<file path="config.mk">
export PLATFORM = sky130hd
export DESIGN_NAME = mul_seq
export DESIGN_NICKNAME = d
export VERILOG_FILES = /design/src/rtl/mul_seq.sv
export SDC_FILE = /design/constraint.sdc
export NUM_CORES = 1
export LEC_CHECK = 0
export ABC_AREA = 1
export CAP_MARGIN = 20
export CORE_ASPECT_RATIO = 1.1
export CORE_MARGIN = 2
export CORE_UTILIZATION = 60
export DETAILED_ROUTE_END_ITERATION = 16
export DONT_BUFFER_PORTS = 1
export GPL_TIMING_DRIVEN = 0
export PLACE_DENSITY = 0.79
export SLEW_MARGIN = 0
export SYNTH_ARGS = -nofsm -noshare
export SYNTH_HDL_FRONTEND = slang
export SYNTH_SLANG_ARGS = --single-unit
</file>
<file path="constraint.sdc">
create_clock -name clock -period 3.68 [get_ports clock]
set_clock_uncertainty 0.2 [all_clocks]
set_input_delay 0 -clock clock [delete_from_list [all_inputs] [get_ports clock]]
set_output_delay 0 -clock clock [all_outputs]
set_load 0.03 [all_outputs]
</file>
<file path="src/rtl/mul_seq.sv">
// Sequential 32x32 shift-and-add multiplier (low 32 bits of the product).
// Each add goes through a shared external ALU, so a step only commits on a granted cycle.
module mul_seq (
    input  logic        clock,
    input  logic        reset,
    input  logic        start,
    input  logic [31:0] src_a,
    input  logic [31:0] src_b,
    output logic        busy,
    output logic        done,
    output logic [31:0] result,
    output logic        alu_req,
    input  logic        alu_gnt,
    output logic [31:0] alu_a,
    output logic [31:0] alu_b,
    output logic [2:0]  alu_op,
    input  logic [31:0] alu_out
);

    localparam logic [2:0] ALU_ADD = 3'b010;

    typedef enum logic [1:0] {
        IDLE = 2'd0,
        RUN  = 2'd1,
        DONE = 2'd2
    } state_t;

    state_t      state_q, state_d;
    logic [31:0] acc_q, acc_d;
    logic [31:0] mcand_q, mcand_d;
    logic [31:0] mplier_q, mplier_d;
    logic [31:0] result_q, result_d;
    logic [4:0]  step_q, step_d;
    logic        last_step;

    // Last step when no higher multiplier bits remain or all 32 bits are consumed.
    assign last_step = (mplier_q[31:1] == 31'd0) || (step_q == 5'd31);

    always_ff @(posedge clock) begin
        if (!reset) begin
            state_q  <= IDLE;
            acc_q    <= 32'd0;
            mcand_q  <= 32'd0;
            mplier_q <= 32'd0;
            result_q <= 32'd0;
            step_q   <= 5'd0;
        end else begin
            state_q  <= state_d;
            acc_q    <= acc_d;
            mcand_q  <= mcand_d;
            mplier_q <= mplier_d;
            result_q <= result_d;
            step_q   <= step_d;
        end
    end

    always_comb begin
        state_d  = state_q;
        acc_d    = acc_q;
        mcand_d  = mcand_q;
        mplier_d = mplier_q;
        result_d = result_q;
        step_d   = step_q;
        case (state_q)
            IDLE: begin
                if (start) begin
                    acc_d  = 32'd0;
                    step_d = 5'd0;
                    if (src_b != 32'd0) begin
                        mcand_d  = src_a;
                        mplier_d = src_b;
                        state_d  = RUN;
                    end else begin
                        // Zero multiplier: skip the ALU entirely.
                        result_d = 32'd0;
                        state_d  = DONE;
                    end
                end
            end
            RUN: begin
                if (alu_gnt) begin
                    if (mplier_q[0]) begin
                        acc_d = alu_out;
                    end
                    mcand_d  = {mcand_q[30:0], 1'b0};
                    mplier_d = {1'b0, mplier_q[31:1]};
                    step_d   = step_q + 5'd1;
                    if (last_step) begin
                        result_d = acc_d;
                        state_d  = DONE;
                    end
                end
            end
            DONE: begin
                state_d = IDLE;
            end
            default: begin
                state_d = IDLE;
            end
        endcase
    end

    assign busy    = (state_q != IDLE);
    assign done    = (state_q == DONE);
    assign alu_req = (state_q == RUN);
    assign alu_a   = acc_q;
    assign alu_b   = mcand_q;
    assign alu_op  = ALU_ADD;
    assign result  = result_q;

endmodule

</file>
==> impl_metrics.toml <==
[timing]
slew_headroom_pct = 49.1
fin_crit_ns = 3.32
setup_viol = 0
final_hold_viol_count = 0
fin_crit_sh_pct = 90.2
hold_slack_ns = 0.194
fmaxAchievable_ghz = 0.301
slew_viol_final = 0
worst_pin_slew_ns = 0.763
setup-tns-final_ns = 0
rsz0062_at_grt = "no"

[drt]
vias_per_cell = 5.25
drcViolationCount = 0
drt_iter0_drc = 485
ant_nets = 0
vias = 6905
firstDrtPassIters = 5
drt_wl_total_um = 19400
wire_per_inst_um = 14.7

[status]
status = "complete, no violations"

[critical_path]
crit_path_end = "mplier_q[31]"
cp-end-kind = "register"
critPathArrivalTime_ns = 3.43
critPathMaxFanout = 2
regToRegStartpoint = "state_q[1]"
startpoint = "src_b[16]"
reg2reg_depth = 9
crit_required_ns = 3.78
critPathLaunchType = "input port"
reg2reg_to = "mplier_q[31]"
criticalPathCategory = "in -> reg"
rrSetupSlack_ns = 1.16

[grt]
track_usage_pct = 31.9
grt_overflow = 0
grt_max_degree = 17
grt_pass1_vias = 6476
antenna_found_initial = 0
grt_pass1_wl_um = 31000

[synthesis]
synth_ff_type = "dfxtp_1"
syn_inst = 1029
ys_warn_count = 0
netlist_area_um2 = 6760
ys_seq_elements = 135
synth_edf_count = 0
postSynthAreaPerCell_um2 = 6.57
synth_cell_types = 29
ys_seq_area_share_pct = 40.0
synth-async-reset-ratio_pct = 0

[die]
die_area_um2 = 12100
die_x_um = 105
fp-row-count = 40
core_region_area_um2 = 11000
die_y_um = 115
boundaryPins = 202
start_util_pct = 61.6

[placed_design]
dpl.hpwl_um = 12600
dp.cells = 1177
gp_congestion = 0.819
portBuffers = 0
place_area_um2 = 6940

[final_layout]
seq_area_um2 = 2700
fin_area_um2 = 8560
multi_input_area_um2 = 3330
nets = 1257
fin_cells = 1316
area_growth_pct = 26.7
nFillCells = 814
drive_above_1_share_pct = 12.5

[min_path]
hold_class = "in -> reg"
worstHoldStart = "src_a[15]"

[clock_tree]
cts_buffer_depth = 2
cts_made_buffers = 17
cts_sinks = 135
path_clk_slew_ns = 0.06
cts-htree-levels = 4
root_buffer = "clkbuf_16"
cts_tree = "done"
clk_latency_ns = 0.42

[power]
cellPowerDensity_nw_per_um2 = 538
leakagePower_nw = 3.84
max-vdd-ir-drop_mv = 0.285

[flow_run]
max-cap-violations = 0
==> cell type report <==
type / count / share of cell area, %
Antenna cell: 1 / 0.0292
Timing Repair Buffer: 106 / 12.4
Sequential cell: 135 / 31.6
Inverter: 65 / 3.04
Tap cell: 147 / 2.15
Buffer: 67 / 5.45
Multi-Input combinational cell: 763 / 38.9
Clock buffer: 24 / 5.63
Clock inverter: 8 / 0.848
==> power by group <==
group,total (mW),internal (mW),switching [mW]
sequential,1.99,1.63,0.367
clock,1.61,0.977,0.635
combinational,1.00,0.402,0.600
total,4.61,3.01,1.60
==> registers in the layout (all words and copies together) (netlist names) <==
| register | flops |
|---|---|
| alu_b | 32 |
| alu_a | 32 |
| step_q | 5 |
| state_q | 2 |
| result | 32 |
| mplier_q | 32 |
==> synth_stat cells (all sizes together) (2+ instances only) <==
cell / instances / area [um2]
a21oi: 66 / 330
buf: 44 / 380
clkbuf: 23 / 86.3
conb: 2 / 7.51
dfxtp: 135 / 2700
ha: 2 / 25.0
inv: 65 / 260
nand2: 334 / 1270
nand3: 4 / 32.5
nand4: 3 / 18.8
nor2: 241 / 1070
nor3: 5 / 25.0
o21ai: 103 / 531
==> worst min path at each step <==
stage | slack [ns] | depth (start not counted) | to
after floorplan | -0.05 | 2 | mplier_q[31]
after global placement | -0.03 | 2 | mplier_q[31]
after detailed placement | -0.02 | 2 | mplier_q[31]
after CTS | 0.17 | 5 | alu_b[3]
after global routing | 0.22 | 5 | alu_b[15]
final | 0.19 | 5 | alu_b[15]
==> cell families (layout without fill, tap and decap cells) <==
group	Yosys count	after routing	synth area share [%]
other	2	4	0.111
AND/OR/NAND/NOR	588	588	35.9
AO/OA/AOI/OAI	170	170	12.9
buffers and inverters	132	270	10.8
flip-flops	135	135	40.0
adder cells (fa/ha/maj)	2	2	0.370
==> routing by layer <==
layer | up-vias | track usage [%] | wire length [um]
li1 | 3436 | - | -
met4 | 0 | 13.9 | 629
met1 | 3123 | 36.4 | 7740
met2 | 287 | 55.0 | 9470
met3 | 59 | 10.4 | 1520
met5 | - | 0 | 0
==> per-stage QoR <==
| stage | setup slack (ns) | utilization [%] | power (mW) |
|---|---|---|---|
| 2_1_floorplan | 1.96 | - | 2.69 |
| 3_3_place_gp | 1.66 | 63.4 | 2.88 |
| 3_5_place_dp | 1.65 | 63.4 | 2.90 |
| 4_1_cts | 0.385 | 78.1 | 4.59 |
| 5_1_grt | 0.131 | 78.1 | 4.82 |
| 6_report | 0.360 | 78.1 | 4.61 |
==> critical path, cell delays in order <==
cell and delay [ns]:
dlygate4sd3_1 0.55, nor2_1 0.11, nand2_1 0.06, dlygate4sd3_1 0.55, nor2_1 0.10, dlygate4sd3_1 0.56, nand2_1 0.09, nor2_2 0.11
nor2_1 0.06, nand2_1 0.05, dlygate4sd3_1 0.55, a21oi_1 0.06, dlygate4sd3_1 0.57
==> cell usage in the layout, fill, tap and decap left out, types with 2 or more instances in the layout <==
cell	n
a21oi_1	66
buf_1	2
buf_12	7
buf_2	24
buf_4	3
buf_6	8
clkbuf_1	27
clkbuf_16	17
clkbuf_8	3
clkinv_2	4
clkinvlp_4	3
conb_1	3
dfxtp_1	135
dlygate4sd3_1	106
ha_1	2
inv_1	58
inv_2	6
nand2_1	331
nand2_4	2
nand3_1	3
nand4_1	3
nor2_1	178
nor2_2	61
nor2_4	2
nor3_1	5
o21ai_0	100
==> timing repair <==
action	CTS	global route
resized for setup	0	0
setup buffers	0	0
endpoints found under the hold margin	135	0
setup endpoints to repair	0	0
hold buffers	106	0
Note: power is estimated with default switching activity, not from simulation.
